File: src/rtl/csi_pkg.sv
// Purpose: shared types and constants for the CSI-2 packet sequencer slice.
// Latency: n/a (declarations only).
// Backpressure: n/a; the sequencer path has no ready signal.
//
// Contents: sequencer FSM states, CSI-2 data-type codes, default line word
// count and byte delay, payload beat struct, frame-number increment helper.
package csi_pkg;

    // CSI-2 data types emitted by the sequencer
    localparam logic [5:0] DT_FS    = 6'h00;
    localparam logic [5:0] DT_FE    = 6'h01;
    localparam logic [5:0] DT_RAW10 = 6'h2B;

    // 256 RAW10 pixels pack into 320 bytes
    localparam logic [15:0] DEFAULT_WC         = 16'd320;
    localparam int          DEFAULT_DATA_DELAY = 3;

    typedef enum logic [1:0] {
        IDLE  = 2'd0,
        FRAME = 2'd1,
        LINE  = 2'd2
    } seq_state_t;

    // One payload byte slot as it travels down the delay line
    typedef struct packed {
        logic       en;
        logic [7:0] dat;
    } byte_beat_t;

    // Frame numbers run 1..FFFF; zero means "not used" on the CSI link
    function automatic logic [15:0] next_frame_num(input logic [15:0] cur);
        return (cur == 16'hFFFF) ? 16'd1 : cur + 16'd1;
    endfunction

endpackage

File: src/rtl/csi_delay_line.sv
// Purpose: fixed-depth register pipeline that delays a word by DEPTH cycles.
// Latency: exactly DEPTH clk cycles, one new word accepted every cycle.
// Backpressure: none; the line never stalls, so order and spacing are kept.
//
// Ports: clk, reset (sync, active-high, clears every stage), in_dat, out_dat.
// DEPTH must be at least 1.
module csi_delay_line #(
    parameter int WIDTH = 9,
    parameter int DEPTH = 3
) (
    input  logic             clk,
    input  logic             reset,
    input  logic [WIDTH-1:0] in_dat,
    output logic [WIDTH-1:0] out_dat
);

    logic [WIDTH-1:0] stage [DEPTH];

    always_ff @(posedge clk) begin
        if (reset) begin
            for (int i = 0; i < DEPTH; i++) begin
                stage[i] <= '0;
            end
        end else begin
            stage[0] <= in_dat;
            for (int i = 1; i < DEPTH; i++) begin
                stage[i] <= stage[i-1];
            end
        end
    end

    assign out_dat = stage[DEPTH-1];

endmodule

File: src/rtl/csi_packet_sequencer.sv
// Purpose: turns pix2byte frame/line events into CSI-2 FS/FE/long-packet requests.
// Latency: strobes, dt/wc and line_error one cycle after the event; payload DATA_DELAY cycles.
// Backpressure: none; every event and byte is consumed the cycle it is presented.
//
// Ports:
//   clk, reset                   byte clock, synchronous active-high reset
//   fv_start_i/fv_end_i          frame start/end pulses
//   lv_start_i/lv_end_i          line start/end pulses
//   byte_en_i/byte_data_i        payload byte stream in
//   sp_en_o/lp_en_o, dt_o, wc_o  packet requests to csi_tx
//   byte_en_o/byte_data_o        delayed payload to csi_tx
//   frame_active_o, line_error_o, err_count_o  status
// Build option: define CSI_FRAME_NUMBER_EN to carry a 1..FFFF frame number in
// the FS/FE word count; otherwise FS/FE carry zero.
module csi_packet_sequencer
    import csi_pkg::*;
#(
    parameter logic [15:0] WC         = DEFAULT_WC,
    parameter int          DATA_DELAY = DEFAULT_DATA_DELAY  // 1..8
) (
    input  logic        clk,
    input  logic        reset,
    input  logic        fv_start_i,
    input  logic        fv_end_i,
    input  logic        lv_start_i,
    input  logic        lv_end_i,
    input  logic        byte_en_i,
    input  logic [7:0]  byte_data_i,
    output logic        sp_en_o,
    output logic        lp_en_o,
    output logic [5:0]  dt_o,
    output logic [15:0] wc_o,
    output logic        byte_en_o,
    output logic [7:0]  byte_data_o,
    output logic        frame_active_o,
    output logic        line_error_o,
    output logic [7:0]  err_count_o
);

    seq_state_t  state;
    seq_state_t  state_nxt;
    logic [15:0] byte_cnt;
    logic [15:0] byte_cnt_nxt;
    logic        sp_en_nxt;
    logic        lp_en_nxt;
    logic [5:0]  dt_nxt;
    logic [15:0] wc_nxt;
    logic        line_err_nxt;
    logic [7:0]  err_cnt_nxt;
    logic        count_byte;
    logic [15:0] line_total;
    logic [15:0] fs_fe_wc;

    // ---------------------------------------------------------------------
    // Frame number (optional)
    // ---------------------------------------------------------------------
`ifdef CSI_FRAME_NUMBER_EN
    logic [15:0] frame_num;

    // The only way to leave FRAME/LINE for IDLE is an accepted fv_end_i, so
    // this edge advances the number right after the FE has sampled it.
    always_ff @(posedge clk) begin
        if (reset) begin
            frame_num <= 16'd1;
        end else if (state != IDLE && state_nxt == IDLE) begin
            frame_num <= next_frame_num(frame_num);
        end
    end

    assign fs_fe_wc = frame_num;
`else
    assign fs_fe_wc = 16'd0;
`endif

    // ---------------------------------------------------------------------
    // Next-state / next-output logic
    // ---------------------------------------------------------------------
    always_comb begin
        state_nxt    = state;
        byte_cnt_nxt = byte_cnt;
        sp_en_nxt    = 1'b0;
        lp_en_nxt    = 1'b0;
        dt_nxt       = dt_o;
        wc_nxt       = wc_o;
        line_err_nxt = 1'b0;
        count_byte   = byte_en_i && (state == LINE);
        // Count as it stands including a byte arriving with lv_end_i
        line_total   = byte_cnt + {15'd0, count_byte};

        // Event priority fv_start > fv_end > lv_start > lv_end; an event that
        // is not legal in the current state is dropped and the next one is
        // considered.
        if (fv_start_i) begin
            state_nxt    = FRAME;
            sp_en_nxt    = 1'b1;
            dt_nxt       = DT_FS;
            wc_nxt       = fs_fe_wc;
            // A new frame while one is open means the previous one was lost
            line_err_nxt = (state != IDLE);
        end else if (fv_end_i && state != IDLE) begin
            state_nxt    = IDLE;
            sp_en_nxt    = 1'b1;
            dt_nxt       = DT_FE;
            wc_nxt       = fs_fe_wc;
            // Truncated line: flag it, the partial byte count is meaningless
            line_err_nxt = (state == LINE);
        end else if (lv_start_i && state == FRAME) begin
            state_nxt    = LINE;
            lp_en_nxt    = 1'b1;
            dt_nxt       = DT_RAW10;
            wc_nxt       = WC;
            // A byte on the line-start cycle is the line's first byte
            byte_cnt_nxt = {15'd0, byte_en_i};
        end else if (lv_end_i && state == LINE) begin
            state_nxt    = FRAME;
            byte_cnt_nxt = line_total;
            line_err_nxt = (line_total != WC);
        end else if (count_byte) begin
            byte_cnt_nxt = line_total;
        end

        // Error counter tracks every line_error pulse and sticks at FF
        err_cnt_nxt = err_count_o;
        if (line_err_nxt && err_count_o != 8'hFF) begin
            err_cnt_nxt = err_count_o + 8'd1;
        end
    end

    // ---------------------------------------------------------------------
    // State and output registers
    // ---------------------------------------------------------------------
    always_ff @(posedge clk) begin
        if (reset) begin
            state        <= IDLE;
            byte_cnt     <= 16'd0;
            sp_en_o      <= 1'b0;
            lp_en_o      <= 1'b0;
            dt_o         <= 6'd0;
            wc_o         <= 16'd0;
            line_error_o <= 1'b0;
            err_count_o  <= 8'd0;
        end else begin
            state        <= state_nxt;
            byte_cnt     <= byte_cnt_nxt;
            sp_en_o      <= sp_en_nxt;
            lp_en_o      <= lp_en_nxt;
            dt_o         <= dt_nxt;
            wc_o         <= wc_nxt;
            line_error_o <= line_err_nxt;
            err_count_o  <= err_cnt_nxt;
        end
    end

    assign frame_active_o = (state != IDLE);

    // ---------------------------------------------------------------------
    // Payload delay: aligns bytes behind the long-packet header request
    // ---------------------------------------------------------------------
    byte_beat_t beat_in;
    byte_beat_t beat_out;

    assign beat_in = '{en: byte_en_i, dat: byte_data_i};

    csi_delay_line #(
        .WIDTH ($bits(byte_beat_t)),
        .DEPTH (DATA_DELAY)
    ) u_delay (
        .clk     (clk),
        .reset   (reset),
        .in_dat  (beat_in),
        .out_dat (beat_out)
    );

    assign byte_en_o   = beat_out.en;
    assign byte_data_o = beat_out.dat;

endmodule

File: config.mk
export PLATFORM = sky130hd
export DESIGN_NAME = csi_packet_sequencer
export DESIGN_NICKNAME = d
export VERILOG_FILES = /design/src/rtl/csi_pkg.sv /design/src/rtl/csi_delay_line.sv /design/src/rtl/csi_packet_sequencer.sv
export SDC_FILE = /design/constraint.sdc
export NUM_CORES = 1
export LEC_CHECK = 0
export CAP_MARGIN = 5
export CORE_MARGIN = 5
export CORE_UTILIZATION = 35
export CTS_CLUSTER_DIAMETER = 60
export CTS_CLUSTER_SIZE = 30
export DETAILED_ROUTE_END_ITERATION = 8
export GPL_TIMING_DRIVEN = 0
export SKIP_LAST_GASP = 1
export SLEW_MARGIN = 15
export SYNTH_ARGS = -nofsm -noshare
export SYNTH_HDL_FRONTEND = slang
export SYNTH_HIERARCHICAL = 1
export SYNTH_SLANG_ARGS = --single-unit
File: constraint.sdc
create_clock -name clk -period 4.7 [get_ports clk]
set_input_delay 0.94 -clock clk [delete_from_list [all_inputs] [get_ports clk]]
set_output_delay 0.94 -clock clk [all_outputs]
set_load 0.005 [all_outputs]
==> impl_metrics.tcl, run 1 <==
set metrics [dict create \
    status "finished, final reports clean" \
    ant_nets 0 \
    via_count 2286 \
    synth_cell_types 47 \
    dr.pass1.iters 4 \
    route.detailed.drc 0 \
    routed_wl_um 6110 \
    rsz0062_at_grt "no" \
    synth.avg_cell_area_um2 9.04 \
    syn_to_final_growth_pct 28.6 \
    cts_hold_buf 0 \
    fmax_mhz 271 \
    hold_class "flip-flop to flip-flop" \
    drtIter0Drc 80 \
    cts_root_buffer "clkbuf_8" \
    post_cts_buffers 0 \
    irDropWorstVdd_mv 0.111 \
    grt_pass1_wl_um 9960 \
    cp_max_fo 8 \
    start_kind "input pin" \
    die_h_um 99.6 \
    power_density_nw_per_um2 308 \
    worstHoldPathCells 1 \
    tns_ns 0 \
    wl_met2_um 2880 \
    fp-row-count 32 \
    io_pins 58 \
    worstPathRequired_ns 4.93 \
    numCtsBuffers 9 \
    die_w_um 99.6 \
    clk_pin_slew_ns 0.06 \
    timing.rr.end "err_count_o[0]$_SDFFE_PP0P_" \
    h-tree-depth 3 \
    synth_async_sr_flop_share 0 \
    post_cts_resized 0 \
    start_util 0.362 \
    finish.utilization 0.465 \
    holdPathEnd "u_delay/stage[0][14]$_SDFF_PP0_" \
    clkLatencyLatePin_ns 0.34 \
    setup_viol 0 \
    fin_worst_skew_ns 0.00780 \
    report.final.slew_viol_count 0 \
    grt_antenna_before_repair 0 \
    hold_viol_final 0 \
    cap_violations 0 \
    tightest_slew_ns 0.659 \
    core_area_um2 7770 \
    cts_max_path_buffers 2 \
    grt_max_degree 11 \
    wl_met1_um 2790 \
    syn_area_um2 2810 \
    end_kind "flip-flop" \
    hold_slack_ns 0.434 \
    fin_crit_ns 3.70 \
    crit_type "input pin to flip-flop" \
    yosys_warnings 6 \
    synthFlopType "dfxtp_1" \
    num_antenna_cells 0 \
    synth-edff-count 0 \
    synth-seq-area-share 0.413 \
    synthCells 311 \
    dieArea_um2 9930 \
    dp_hpwl_um 4400 \
    arrival_ns 3.93 \
    grt-ovfl-total 0 \
    track_usage 0.128 \
    clock-sinks 58 \
    gp_congestion 0.815 \
    top_layer_used "met4" \
    r2r-start "state[1]$_SDFFE_PP0P_" \
    reg2reg_depth 10 \
    layout.nets 395 \
    relSlewSlack 0.559 \
    hold_start "u_delay/stage[0][5]$_SDFF_PP0_" \
    io_buffers 40 \
    drive_gt1_frac 0.176 \
    tritoncts "yes" \
    dr_wl_met3_um 352 \
    p_leak_uw 0.00141 \
    ys_ff_latch 58 \
    fin_crit_sh 0.786 \
    rrSetupSlack_ns 1.51 \
    grt_pass1_vias 2131 \
    wire_per_inst_um 12.6 \
    viasPerCell 4.73 \
]
Yosys cell counts, types with 2 or more instances:
library cell   n  share of area
nand4b_1       3         0.0093
buf_4         29          0.077
nor2b_1       26          0.058
a21oi_1       25          0.045
clkbuf_1      10          0.013
or4_1          3         0.0080
and2b_2        7          0.022
inv_1          9          0.012
o21ai_0       14          0.025
nor4b_1        2         0.0062
nand2_1        9          0.012
nor3_1         7          0.012
a31oi_1        4         0.0089
nand3b_1       3         0.0080
mux2i_1        3          0.011
nand4_1        3         0.0067
nand2b_1       3         0.0067
dfxtp_1       58           0.41
nand3_1        4         0.0071
nor2_1        34          0.045
a211oi_1       5          0.013
a211o_1        2         0.0062
and3_1         2         0.0044
o31a_1         2         0.0062
or2_2          2         0.0044
and4_1         4          0.012
and2_1         5          0.011
ha_1           3          0.013
mux2_2         6          0.024
or3_1          4         0.0089
a21o_1         3         0.0080
buf_6          2         0.0080
where the power goes:
part           switching (uW)  internal [uW]
sequential               4.94            504
combinational            37.8           49.4
clock                     190            325
total                     233            879
how the worst max path moves through the flow:
stage / from / slack [ns] / end
floorplan: byte_en_i / 1.50 / err_count_o[0]$_SDFFE_PP0P_
global placement: byte_en_i / 0.69 / err_count_o[0]$_SDFFE_PP0P_
detailed placement: byte_en_i / 0.66 / err_count_o[0]$_SDFFE_PP0P_
CTS: byte_en_i / 1.00 / err_count_o[0]$_SDFFE_PP0P_
global route: byte_en_i / 0.85 / err_count_o[0]$_SDFFE_PP0P_
finish: byte_en_i / 1.00 / err_count_o[0]$_SDFFE_PP0P_
metrics by stage:
stage	instances	cell area [um^2]	setup slack (ns)	power, uW
detailed placement	468	3400	0.664	608
finish	483	3610	1.00	1110
global route	483	3610	0.845	1160
floorplan	326	2870	1.50	571
CTS	483	3610	1.00	1120
global placement	468	3400	0.693	607
critical path: stages:
cell	delay, ns
clkdlybuf4s50_1	0.54
and2_1	0.18
ha_1	0.15
clkbuf_1	0.28
inv_1	0.12
or4_4	0.58
xnor2_2	0.17
o31ai_4	0.36
and2_1	0.25
mux2_2	0.34
flip-flops by register name, summed over array words and instances, names as in the netlist:
register / flops
sp_en_o: 1
line_error_o: 1
u_delay/stage: 27
dt_o: 2
byte_cnt: 16
err_count_o: 8
lp_en_o: 1
state: 2
logic make-up (layout without fill, tap and decap cells):
| group | after synthesis | in the layout | share of synthesized area |
|---|---|---|---|
| simple gates | 126 | 126 | 0.269 |
| compound gates | 61 | 61 | 0.145 |
| fa+ha+maj | 3 | 3 | 0.0134 |
| flops | 58 | 58 | 0.413 |
| buf+inv | 50 | 105 | 0.111 |
| other cells | 1 | 16 | 0.00133 |
| xor+xnor | 2 | 2 | 0.00890 |
| mux | 10 | 10 | 0.0387 |
layout make-up:
| cell class | count | area (um^2) |
|---|---|---|
| clock inverter | 2 | 60.1 |
| buffer | 41 | 278 |
| multi-input combinational | 218 | 1400 |
| inverter | 9 | 33.8 |
| tap | 102 | 128 |
| timing repair buffer | 40 | 400 |
| sequential | 58 | 1160 |
| clock buffer | 13 | 159 |
| fill | 774 | 4150 |
placed cells by master (no fill, tap or decap), drive strengths merged, types with 3 or more instances in the layout:
cell type | Yosys | routed
dfxtp | 58 | 58
clkdlybuf4s50 | 0 | 40
nor2 | 34 | 34
buf | 31 | 31
nor2b | 26 | 26
a21oi | 25 | 25
clkbuf | 10 | 23
conb | 1 | 16
o21ai | 14 | 14
inv | 9 | 9
nand2 | 9 | 9
nor3 | 7 | 7
and2b | 7 | 7
mux2 | 7 | 7
and2 | 5 | 5
a211oi | 5 | 5
and4 | 4 | 4
a31oi | 4 | 4
or3 | 4 | 4
nand3 | 4 | 4
or4 | 4 | 4
nand4 | 4 | 4
mux2i | 3 | 3
nand3b | 3 | 3
a21o | 3 | 3
nand2b | 3 | 3
nand4b | 3 | 3
ha | 3 | 3
layer usage:
layer  global-route usage  vias to the layer above
li1                     -                     1163
met1                0.156                     1068
met2                0.204                       48
met3               0.0470                        7
met4               0.0504                        0
met5                    0                        -
No activity file was read; power rests on OpenSTA's default activity.
==> run 2: changes to the inputs <==
- clock period: 4.7 -> 3.37 ns (I/O delays scaled with it)
==> impl_metrics.tcl, run 2 (synthesized netlist as in run 1, its figures left out) <==
set metrics [dict create \
    status "finished, final reports clean" \
    clk_pin_slew_ns 0.06 \
    power_density_nw_per_um2 428 \
    track_usage 0.128 \
    fin_worst_skew_ns 0.00707 \
    num_antenna_cells 0 \
    worstHoldPathCells 1 \
    rrSetupSlack_ns 0.40 \
    finish.utilization 0.467 \
    numCtsBuffers 9 \
    rsz0062_at_grt "no" \
    placed_cells 468 \
    syn_to_final_growth_pct 28.9 \
    r2r-start "state[1]$_SDFFE_PP0P_" \
    grt-ovfl-total 0 \
    holdPathEnd "u_delay/stage[0][14]$_SDFF_PP0_" \
    drive_gt1_frac 0.184 \
    fp-row-count 32 \
    seq_area_um2 1160 \
    cap_violations 0 \
    report.final.slew_viol_count 0 \
    fmax_mhz 310 \
    layout.nets 395 \
    reg2reg_depth 10 \
    grt_antenna_before_repair 0 \
    critPathMaxStageDelay_ns 0.57 \
    hold_viol_final 0 \
    fin_crit_sh 0.956 \
    relSlewSlack 0.550 \
    crit_type "input pin to flip-flop" \
    final_cell_mix "58 x dfxtp_1, 40 x clkdlybuf4s50_1, 34 x nor2_1, 31 x buf_4, 26 x nor2b_1" \
    irDropWorstVdd_mv 0.155 \
    dieArea_um2 9930 \
    reg_top3 "u_delay/stage (27), byte_cnt (16), err_count_o (8)" \
    timing.rr.end "err_count_o[6]$_SDFFE_PP0P_" \
    max_flop_register "u_delay/stage" \
    fillCellCount 773 \
    core_area_um2 7770 \
    cts_max_path_buffers 2 \
    dr.pass1.iters 4 \
    routed_wl_um 6140 \
    cts_root_buffer "clkbuf_8" \
    worstPathRequired_ns 3.60 \
    grt_pass1_vias 2139 \
    wire_per_inst_um 12.7 \
    final_common_cell "dfxtp_1" \
    clkLatencyLatePin_ns 0.34 \
    tightest_slew_ns 0.673 \
    p_leak_uw 0.00141 \
    route.detailed.drc 0 \
    setup_ws_ns 0.149 \
    io_buffers 40 \
    die_w_um 99.6 \
    die_h_um 99.6 \
    fin_crit_ns 3.22 \
    via_count 2284 \
    cts_hold_buf 0 \
    arrival_ns 3.45 \
    gp_congestion 0.815 \
    hold_start "u_delay/stage[0][5]$_SDFF_PP0_" \
    largest_reg_flops 27 \
    io_pins 58 \
    viasPerCell 4.73 \
    ant_nets 0 \
    tritoncts "yes" \
    setup_viol 0 \
    grt_busiest_layer "met2" \
    h-tree-depth 3 \
    critPathSlowestCell "or4_4" \
    clock-sinks 58 \
    grt_max_degree 11 \
    multiInputGateArea_um2 1400 \
    grt_use_met3 0.0470 \
    use_met2 0.204 \
    start_util 0.362 \
    drtIter0Drc 82 \
    path_cells "clkdlybuf4s50_1 > and2_1 > ha_2 > inv_1 > or4_4 > xnor2_2 > o31ai_4 > buf_4 > a2111oi_4 > mux2_1" \
    grt_pass1_wl_um 9980 \
    start_kind "input pin" \
    tns_ns 0 \
    end_kind "flip-flop" \
    pre_cts_ws_ns -0.400 \
    hold_class "flip-flop to flip-flop" \
    hold_slack_ns 0.434 \
    dp_hpwl_um 4400 \
    cp_max_fo 8 \
    fin_cells 483 \
    grtUsageMet1 0.156 \
]
run 2: metal layers:
| metal | vias to the layer above | share of wire |
|---|---|---|
| li1 | 1163 | - |
| met3 | 7 | 0.057 |
| met4 | 0 | 0.013 |
| met2 | 50 | 0.47 |
| met5 | - | 0 |
| met1 | 1064 | 0.46 |
run 2: per-stage QoR:
stage / area (um^2) / power (uW)
after floorplan: 2870 / 797
after global placement: 3400 / 846
after detailed placement: 3400 / 848
after CTS: 3630 / 1570
after global routing: 3620 / 1610
final: 3620 / 1550
run 2: area by class of cell:
cell class	count	share of cell area
Timing Repair Buffer	42	0.115
Sequential cell	58	0.320
Tap cell	102	0.0352
Clock buffer	13	0.0438
Inverter	9	0.00932
Buffer	39	0.0746
Multi-Input combinational cell	218	0.386
Clock inverter	2	0.0166
run 2: worst max path at each step:
stage | startpoint | endpoint | slack [ns] | cells after the start
3_5_place_dp | byte_en_i | err_count_o[0]$_SDFFE_PP0P_ | -0.40 | 10
6_report | byte_en_i | err_count_o[6]$_SDFFE_PP0P_ | 0.15 | 10
3_3_place_gp | byte_en_i | err_count_o[0]$_SDFFE_PP0P_ | -0.37 | 10
5_1_grt | byte_en_i | err_count_o[6]$_SDFFE_PP0P_ | 0.02 | 10
2_1_floorplan | byte_en_i | err_count_o[0]$_SDFFE_PP0P_ | 0.44 | 9
4_1_cts | byte_en_i | err_count_o[6]$_SDFFE_PP0P_ | -0.04 | 11
run 2: critical path, delay by kind of cell:
kind                     cells  cell delay, ns
AO/OA/AOI/OAI                2            0.39
XOR/XNOR                     1            0.22
adder cells (fa/ha/maj)      1            0.27
buffers and inverters        3            0.79
multiplexers                 1            0.34
AND/OR/NAND/NOR              2            0.75
run 2: power by group:
part	internal [uW]	switching [uW]
registers	703	6.94
clock network	453	266
logic	69.0	52.7
total	1230	326
run 2: what timing repair did:
action                                  in CTS  in global routing
endpoints found under the setup margin       1                  7
buffers inserted                             2                  0
gates resized for setup                      0                  1
pin swaps                                    1                  0
